[src/rtl/dvp_pkg.sv]
// Shared types and defaults for the DVP capture front end.
package dvp_pkg;

    localparam int DVP_DEF_COORD_W    = 12;
    localparam int DVP_DEF_FIFO_DEPTH = 16;
    // Width of each crop-window field; COORD_W must not exceed it.
    localparam int DVP_WIN_FIELD_W    = 16;

    typedef enum logic [1:0] {
        IDLE  = 2'd0,
        WAIT  = 2'd1,
        FRAME = 2'd2,
        DROP  = 2'd3
    } cap_state_t;

    typedef struct packed {
        logic [DVP_WIN_FIELD_W-1:0] x;
        logic [DVP_WIN_FIELD_W-1:0] y;
        logic [DVP_WIN_FIELD_W-1:0] w;
        logic [DVP_WIN_FIELD_W-1:0] h;
    } crop_win_t;

endpackage

[src/rtl/dvp_fifo.sv]
// Synchronous first-word-fall-through FIFO; head word is visible on rdata
// whenever empty is low. A write while full is taken only if a read retires
// the head in the same cycle.
module dvp_fifo
    import dvp_pkg::*;
#(
    parameter int WIDTH = 18,
    parameter int DEPTH = DVP_DEF_FIFO_DEPTH
) (
    input  logic             clk,
    input  logic             rest,
    input  logic             wr,
    input  logic [WIDTH-1:0] wdata,
    input  logic             rd,
    output logic [WIDTH-1:0] rdata,
    output logic             full,
    output logic             empty
);

    localparam int AW = $clog2(DEPTH);

    logic [WIDTH-1:0] mem [DEPTH];
    logic [AW:0]      wptr;
    logic [AW:0]      rptr;
    logic             do_wr;
    logic             do_rd;

    assign empty = (wptr == rptr);
    assign full  = (wptr[AW] != rptr[AW]) && (wptr[AW-1:0] == rptr[AW-1:0]);
    assign do_rd = rd && !empty;
    assign do_wr = wr && (!full || do_rd);
    assign rdata = mem[rptr[AW-1:0]];

    // Pointer update; the extra MSB distinguishes full from empty.
    always_ff @(posedge clk) begin
        if (rest) begin
            wptr <= '0;
            rptr <= '0;
        end else begin
            if (do_wr) wptr <= wptr + (AW+1)'(1);
            if (do_rd) rptr <= rptr + (AW+1)'(1);
        end
    end

    // Storage array, no reset needed since reads are gated by empty.
    always_ff @(posedge clk) begin
        if (do_wr) mem[wptr[AW-1:0]] <= wdata;
    end

endmodule

[src/rtl/dvp_capture.sv]
// DVP camera capture: input registers, frame FSM, beat packer, crop window
// and FWFT output FIFO. Optional statistics outputs are built when
// DVP_CAPTURE_STATS_EN is defined.
module dvp_capture
    import dvp_pkg::*;
#(
    parameter int DATA_W        = 8,
    parameter int BYTES_PER_PIX = 2,
    parameter int COORD_W       = DVP_DEF_COORD_W,
    parameter int FIFO_DEPTH    = DVP_DEF_FIFO_DEPTH,
    parameter int VSYNC_POL     = 1
) (
    input  logic                              clk,
    input  logic                              rest,
    input  logic                              en,
    input  logic [COORD_W-1:0]                crop_x,
    input  logic [COORD_W-1:0]                crop_y,
    input  logic [COORD_W-1:0]                crop_w,
    input  logic [COORD_W-1:0]                crop_h,
    input  logic                              cam_vsync,
    input  logic                              cam_href,
    input  logic [DATA_W-1:0]                 cam_data,
    output logic                              m_valid,
    input  logic                              m_ready,
    output logic [DATA_W*BYTES_PER_PIX-1:0]   m_data,
    output logic                              m_sof,
    output logic                              m_eol,
    output logic                              overflow,
    input  logic                              ovf_clear,
    output logic                              busy
`ifdef DVP_CAPTURE_STATS_EN
    ,
    output logic [COORD_W-1:0]                frame_cnt,
    output logic [COORD_W-1:0]                drop_cnt,
    output logic [COORD_W-1:0]                line_pix
`endif
);

    localparam int PIX_W = DATA_W * BYTES_PER_PIX;
    // Crop sums carry one bit beyond the window field, so they cannot wrap.
    localparam int CW1 = DVP_WIN_FIELD_W + 1;
    localparam logic [COORD_W-1:0] COORD_MAX = '1;
    localparam logic [1:0]         LAST_BEAT = 2'(BYTES_PER_PIX - 1);

    logic              vs_p0, vs_d, href_p0, href_d;
    logic [DATA_W-1:0] data_p0;
    logic              frame_start, href_fall;
    cap_state_t        state, state_nxt;
    crop_win_t         win;
    logic [1:0]        beat_cnt;
    logic [PIX_W-1:0]  pack_sr, pack_nxt;
    logic [COORD_W-1:0] x, y;
    logic              pix_done, in_win, at_sof, at_eol;
    logic [CW1-1:0]    x1, y1, cx1, cy1, x_end, y_end;
    logic [PIX_W-1:0]  pix_p1;
    logic              sof_p1, eol_p1, vld_p1;
    logic              fifo_full, fifo_empty, fifo_rd, fifo_wr, ovf_event;
    logic [PIX_W+1:0]  fifo_rdata;

    // Input stage (p0): vsync is normalised so that 1 means "in vsync".
    always_ff @(posedge clk) begin
        if (rest) begin
            vs_p0   <= 1'b0;
            vs_d    <= 1'b0;
            href_p0 <= 1'b0;
            href_d  <= 1'b0;
        end else begin
            vs_p0   <= (VSYNC_POL != 0) ? cam_vsync : !cam_vsync;
            vs_d    <= vs_p0;
            href_p0 <= cam_href;
            href_d  <= href_p0;
        end
    end

    // Sensor data register, paired with href_p0.
    always_ff @(posedge clk) begin
        data_p0 <= cam_data;
    end

    assign frame_start = vs_d && !vs_p0;
    assign href_fall   = href_d && !href_p0;

    // State register.
    always_ff @(posedge clk) begin
        if (rest) state <= IDLE;
        else      state <= state_nxt;
    end

    // Next-state logic; dropping en returns to IDLE from anywhere.
    always_comb begin
        state_nxt = state;
        case (state)
            IDLE:    if (en) state_nxt = WAIT;
            WAIT:    if (frame_start) state_nxt = FRAME;
            FRAME:   if (ovf_event) state_nxt = DROP;
            DROP:    if (frame_start) state_nxt = FRAME;
            default: state_nxt = IDLE;
        endcase
        if (!en) state_nxt = IDLE;
    end

    // Crop window shadow, loaded on the frame_start that (re)enters FRAME.
    always_ff @(posedge clk) begin
        if (frame_start && state_nxt == FRAME) begin
            win.x <= DVP_WIN_FIELD_W'(crop_x);
            win.y <= DVP_WIN_FIELD_W'(crop_y);
            win.w <= DVP_WIN_FIELD_W'(crop_w);
            win.h <= DVP_WIN_FIELD_W'(crop_h);
        end
    end

    // Beat packer: first beat ends up in the MSBs.
    assign pack_nxt = (pack_sr << DATA_W) | PIX_W'(data_p0);
    assign pix_done = href_p0 && (beat_cnt == LAST_BEAT);

    // Shift register for partial pixels.
    always_ff @(posedge clk) begin
        if (href_p0) pack_sr <= pack_nxt;
    end

    // Beat counter; a partial pixel is abandoned when href drops.
    always_ff @(posedge clk) begin
        if (rest || !href_p0)       beat_cnt <= 2'd0;
        else if (pix_done)          beat_cnt <= 2'd0;
        else                        beat_cnt <= beat_cnt + 2'd1;
    end

    // Pixel/line coordinates; frame_start wins over a coincident line end.
    always_ff @(posedge clk) begin
        if (rest || frame_start) begin
            x <= '0;
            y <= '0;
        end else if (href_fall) begin
            x <= '0;
            if (x != '0 && y != COORD_MAX) y <= y + COORD_W'(1);
        end else if (pix_done && x != COORD_MAX) begin
            x <= x + COORD_W'(1);
        end
    end

    assign x1     = CW1'(x);
    assign y1     = CW1'(y);
    assign cx1    = CW1'(win.x);
    assign cy1    = CW1'(win.y);
    assign x_end  = cx1 + CW1'(win.w);
    assign y_end  = cy1 + CW1'(win.h);
    assign in_win = (x1 >= cx1) && (x1 < x_end) && (y1 >= cy1) && (y1 < y_end);
    assign at_sof = (x1 == cx1) && (y1 == cy1);
    assign at_eol = (x1 == x_end - CW1'(1));

    // Pack/crop stage (p1): completed pixel with its markers.
    always_ff @(posedge clk) begin
        if (pix_done) begin
            pix_p1 <= pack_nxt;
            sof_p1 <= at_sof;
            eol_p1 <= at_eol;
        end
    end

    // Pixel-valid for p1: in-window pixels only, and only while in FRAME.
    always_ff @(posedge clk) begin
        if (rest) vld_p1 <= 1'b0;
        else      vld_p1 <= pix_done && in_win && (state == FRAME);
    end

    assign fifo_rd   = m_valid && m_ready;
    assign ovf_event = vld_p1 && (state == FRAME) && fifo_full && !fifo_rd;
    assign fifo_wr   = vld_p1 && (state == FRAME) && !ovf_event;

    dvp_fifo #(
        .WIDTH (PIX_W + 2),
        .DEPTH (FIFO_DEPTH)
    ) u_fifo (
        .clk   (clk),
        .rest  (rest),
        .wr    (fifo_wr),
        .wdata ({pix_p1, sof_p1, eol_p1}),
        .rd    (fifo_rd),
        .rdata (fifo_rdata),
        .full  (fifo_full),
        .empty (fifo_empty)
    );

    assign m_valid = !fifo_empty;
    assign m_data  = m_valid ? fifo_rdata[PIX_W+1:2] : '0;
    assign m_sof   = m_valid && fifo_rdata[1];
    assign m_eol   = m_valid && fifo_rdata[0];
    assign busy    = (state == FRAME);

    // Sticky overflow flag; a new overflow beats a same-cycle clear.
    always_ff @(posedge clk) begin
        if (rest)           overflow <= 1'b0;
        else if (ovf_event) overflow <= 1'b1;
        else if (ovf_clear) overflow <= 1'b0;
    end

`ifdef DVP_CAPTURE_STATS_EN
    // Saturating frame/drop/line statistics.
    always_ff @(posedge clk) begin
        if (rest) begin
            frame_cnt <= '0;
            drop_cnt  <= '0;
            line_pix  <= '0;
        end else begin
            if (frame_start && state == FRAME && frame_cnt != COORD_MAX)
                frame_cnt <= frame_cnt + COORD_W'(1);
            if (state == FRAME && state_nxt == DROP && drop_cnt != COORD_MAX)
                drop_cnt <= drop_cnt + COORD_W'(1);
            if (href_fall && !frame_start)
                line_pix <= x;
        end
    end
`endif

endmodule

[config.mk]
export PLATFORM = sky130hd
export DESIGN_NAME = dvp_capture
export DESIGN_NICKNAME = d
export VERILOG_FILES = /design/src/rtl/dvp_pkg.sv /design/src/rtl/dvp_fifo.sv /design/src/rtl/dvp_capture.sv
export SDC_FILE = /design/constraint.sdc
export NUM_CORES = 1
export LEC_CHECK = 0
export ABC_AREA = 1
export CAP_MARGIN = 5
export CORE_MARGIN = 3
export CORE_UTILIZATION = 65
export CTS_BUF_LIST = sky130_fd_sc_hd__clkbuf_8 sky130_fd_sc_hd__clkbuf_16
export DETAILED_ROUTE_END_ITERATION = 16
export GPL_ROUTABILITY_DRIVEN = 0
export PLACE_DENSITY = 0.95
export SYNTH_ARGS = -nofsm -noshare
export SYNTH_HDL_FRONTEND = slang
export SYNTH_SLANG_ARGS = --single-unit
[constraint.sdc]
create_clock -name clk -period 8.85 [get_ports clk]
set_clock_uncertainty 0.2 [all_clocks]
set_input_delay 2.2125 -clock clk [delete_from_list [all_inputs] [get_ports clk]]
set_output_delay 2.2125 -clock clk [all_outputs]
set_load 0.05 [all_outputs]
==> impl_metrics.toml <==
[clocking]
cts-resized-gates = 0
cts_made_buffers = 42
cts_tree = "yes"
clk_path_buf_depth = 3
ctsHtreeMaxLevel = 2
cts-root-buf = "clkbuf_16"
clock_sinks = 418
post-cts-setup-buffers = 0
clk_pin_slew_ps = 60
ctsHoldBuffers = 0
worstSkewPairLatency_ps = 570

[power_and_ir_drop]
p_leak_nw = 7.71
peakVddDrop_uv = 174
power.density_nw_per_um2 = 190

[hold_path]
min_path_cells = 0
min_from = "pack_sr[4]$_DFFE_PP_"
whs_endpoint = "pix_p1[12]$_DFFE_PP_"
hp-class = "reg -> reg"

[detailed_routing]
route.detailed.drc = 0
vias = 13541
drtPass1Iterations = 6
drtAntennaViolNets = 0
drtIter0Drc = 2309
wire_per_inst_microns = 21.7
vias_per_cell = 6.41
wirelength_microns = 45800

[die]
row_count = 61
die_area_sq_um = 31000
die_h_microns = 176
die_width_microns = 176
coreArea_sq_um = 28100
start_util_pct = 66.8
pin_count = 84

[critical_path]
reg2reg_slack_ps = 5590
cp-start-kind = "flop"
crit_path_end_kind = "primary output"
worstRegToRegCells = 19
arrival_ps = 4330
crit_type = "reg -> out"
worstReg2RegEnd = "vld_p1$_SDFF_PP0_"
r2r-start = "cx1[0]$_DFFE_PP_"
worstPathMaxFanout = 37
crit_required_ps = 6440

[timing]
setup_tns_ps = 0
final-setup-viol-count = 0
finalHoldViolations = 0
fmax_mhz = 148
finalMaxSlewViolations = 0
period_needed_ps = 6740
rsz0062_at_grt = "no"
maxSlewHeadroom_pct = 13.1
period_share_pct = 76.2
tightest_slew_ps = 1300

[global_route]
antenna_found_initial = 0
grt.overflow.total = 0
grt_pass1_wl_microns = 71700
grt_max_degree = 217
grt_pass1_vias = 13556
track_usage_pct = 29.6

[placed_design]
hpwl_microns = 27200
port_buffers = 83

[logic_synthesis]
ys_ff_latch = 418
yosysSeqAreaShare_pct = 63.9
avgSynthCellArea_sq_um = 11.6
syn_inst = 1613
syn-cell-area_sq_um = 18800
ys.warnings.count = 0
synth_cell_types = 46
synth_fp_nets = 1757

[cells_and_area]
drive_above_1_share_pct = 8.01
fillers = 1561
fin_nets = 1847
diodes = 0
syn2layout_area_growth_pct = 14.1
fin_util_pct = 76.3

[outcome]
status = "finished, final reports clean"

[flow_run]
cap_violations = 0
[logic make-up (layout without fill, tap and decap cells)]
kind of cell / after synthesis / count (layout) / synth area share [%]
DFF: 418 / 418 / 63.9
xor gates and xnor gates: 20 / 20 / 0.933
adders and majority gates: 81 / 81 / 5.48
buffers and inverters: 250 / 373 / 5.08
and+or+nand+nor: 418 / 418 / 10.2
muxes: 72 / 72 / 3.84
AOI/OAI and AO/OA: 354 / 354 / 10.6
[worst max-delay path, stage by stage, from the launching register on]
cell	delay, ps
dfxtp_1	320
buf_4	420
clkinv_1	1120
o211ai_1	530
nand3_1	130
a21oi_1	340
clkdlybuf4s50_1	890
[state kept, by name, summed over array words and instances, names as in the netlist, 8 cells and up, named ones only]
register,count
cx1,12
cy1,12
data_p0,8
pack_sr,8
pix_p1,16
u_fifo.mem,288
win,24
x,12
y,12
[how the worst max path moves through the flow]
stage,start,endpoint,slack (ps),depth (start not counted)
finish,flop,m_data[4],2110,6
detailed placement,flop,m_data[4],2790,6
floorplan,m_ready,cx1[0]$_DFFE_PP_,2440,4
CTS,flop,m_data[4],2170,6
global route,flop,m_data[4],1940,6
global placement,flop,m_data[4],3120,6
[per-layer routing]
metal | vias to the layer above | global-route usage, % | share of wire [%]
li1 | 5960 | - | -
met5 | - | 0 | 0
met1 | 6415 | 36.7 | 35
met3 | 193 | 5.27 | 10
met2 | 973 | 51.1 | 50
met4 | 0 | 13.4 | 4.7
[metrics by stage]
step	worst slack [ps]	area (sq um)	std cells	power [mW]	hold WS, ps
6_report	2110	21400	2114	4.08	215
5_1_grt	1940	21400	2114	4.19	235
4_1_cts	2170	21400	2114	4.09	212
3_5_place_dp	2790	20000	2037	2.36	207
3_3_place_gp	3120	20000	2037	2.35	202
2_1_floorplan	2440	18800	1613	2.29	197
[cell usage after synthesis, drive strengths merged]
master | count | share of area (%)
o21a | 1 | 0.040
nand4 | 15 | 0.50
a31oi | 1 | 0.033
clkbuf | 39 | 0.79
and3 | 1 | 0.033
buf | 13 | 0.33
a211oi | 2 | 0.080
o21ai | 106 | 2.8
edfxtp | 362 | 58
nand3 | 109 | 3.1
nand3b | 2 | 0.080
nor2 | 83 | 1.8
ha | 79 | 5.3
xnor2 | 4 | 0.19
or3 | 1 | 0.033
dfxtp | 56 | 6.0
a21oi | 165 | 4.4
xor2 | 16 | 0.75
or2 | 1 | 0.033
o21bai | 1 | 0.040
and2 | 1 | 0.040
fa | 2 | 0.21
nand2 | 178 | 3.8
nor3b | 1 | 0.040
a21o | 1 | 0.040
nor4 | 3 | 0.13
nor3 | 23 | 0.67
o211ai | 75 | 3.0
inv | 194 | 3.9
o311ai | 1 | 0.047
o221ai | 1 | 0.047
clkinv | 4 | 0.087
mux2i | 72 | 3.8
[layout by cell type, fill, tap and decap left out, types with 2 or more instances in the layout]
cell,instances
inv_2,6
clkdlybuf4s50_1,83
clkinvlp_4,3
buf_4,14
nand2_1,163
o211ai_1,75
nor4_1,2
o21ai_0,106
bufinv_16,3
nor3_2,3
nor2_2,24
nand4_1,15
xor2_1,16
fa_1,2
edfxtp_1,362
nand2_2,14
clkinv_4,4
nand3_1,104
clkinv_16,2
ha_1,79
clkbuf_16,42
nor2_1,58
nand3b_1,2
clkinv_1,9
xnor2_1,4
mux2i_1,72
inv_1,195
a211oi_1,2
nor3_1,20
nand3_2,4
dfxtp_1,54
a21oi_1,164
clkinv_2,8
[power by group]
| group | total, mW | internal [mW] | leakage, nW | switching [mW] |
|---|---|---|---|---|
| clock network | 1.75 | 0.973 | 0.693 | 0.774 |
| registers | 2.14 | 2.13 | 3.73 | 0.00875 |
| logic | 0.196 | 0.0767 | 3.30 | 0.119 |
| total | 4.08 | 3.18 | 7.71 | 0.902 |
[final cells by class]
type	count	area (sq um)	share of cell area (%)
multi-input cells	945	5870	27.4
clock buffers	42	1050	4.91
flip-flops and latches	418	12000	56.0
well taps	378	473	2.21
repair buffers	98	956	4.46
clock inverters	35	327	1.52
inverters	198	744	3.48
No activity file was read; power rests on OpenSTA's default activity.
==> variant: new RTL, config.mk and constraints unchanged <==
The parameter `BYTES_PER_PIX` goes from 2 to 1.
--- a/src/rtl/dvp_capture.sv
+++ b/src/rtl/dvp_capture.sv
@@ -5,7 +5,7 @@
     import dvp_pkg::*;
 #(
     parameter int DATA_W        = 8,
-    parameter int BYTES_PER_PIX = 2,
+    parameter int BYTES_PER_PIX = 1,
     parameter int COORD_W       = DVP_DEF_COORD_W,
     parameter int FIFO_DEPTH    = DVP_DEF_FIFO_DEPTH,
     parameter int VSYNC_POL     = 1
Ports: changed (resized m_data); port bits go from 84 to 76. The function was not compared with the original's and may differ.
==> variant against the original RTL <==
Sequential cell count shrank 144; cell area shrank 28%; area after synthesis shrank 29%; utilization grew 0.95 points; non-clock buffer count shrank 20; total power shrank 31%; routed wire length shrank 32%; worst setup slack gained 0.62 ns.
==> variant: results (changes against the original RTL) <==
Synth Net Count - 1449 (-18%)
met3 Track Usage GR - 4.22% (-1.0 points)
DR iter-0 viols - 1321 (-43%)
share of cells above drive strength 1 - 5.48% (-2.5 points)
outcome - complete, no violations
worst setup slack after placement - 3.40 ns (+0.601 ns)
H-Tree Depth - 1 (-1)
pin count of the biggest net entering global routing - 91 (-58%)
Max stage delay cell, worst path - clkdlybuf4s50_1
Area contributors post-synth - edfxtp_1 (49%), dfxtp_1 (8.4%), ha_1 (7.4%)
post-synthesis sequential area ratio - 57.4% (-6.5 points)
minimum clock period - 6.13 ns (-0.616 ns)
CTS Buf Count - 27 (-36%)
placed cells - 1620 (-20%)
Worst R2R Setup Slack - 5.43 ns (-0.16 ns)
hold_sp - data_p0[2]
WL final - 31200 µm (-32%)
sequential power share - 49.8% (-2.6 points)
crit-path max cell delay - 0.86 ns (-0.26 ns)
GRT met2 Usage - 51.2% (+0.14 points)
DRT Pass-1 Iters - 7 (+1)
placed cell area - 14400 µm² (-28%)
worst flop-to-flop path startpoint - cy1[0]
crit-path max FO - 41 (+11%)
Crit path arrival time - 3.71 ns (-0.62 ns)
Via density - 6.11 (-4.6%)
Peak VDD IR - 0.000181 V (+3.9%)
variant: changes by cell type after synthesis, sizes merged, moves of 2 or more:
| cell | before | now |
|---|---|---|
| inv | 194 | 173 |
| clkbuf | 39 | 24 |
| and3 | 1 | 3 |
| edfxtp | 362 | 218 |
| o21a | 1 | 3 |
| a21oi | 165 | 124 |
| o21ai | 106 | 75 |
| nand2 | 178 | 207 |
| xor2 | 16 | 12 |
| mux2i | 72 | 40 |
| buf | 13 | 4 |
| nand3 | 109 | 96 |
| nor2 | 83 | 90 |
| o211ai | 75 | 40 |
variant: layout make-up:
class / instances / area (µm²)
Clock inverter: 16 / 160
Timing Repair Buffer: 78 / 773
Clock buffer: 34 / 806
Sequential cell: 274 / 7670
Multi-Input combinational cell: 827 / 4920
Inverter: 176 / 661
Fill cell: 1157 / 4520
Tap cell: 265 / 332
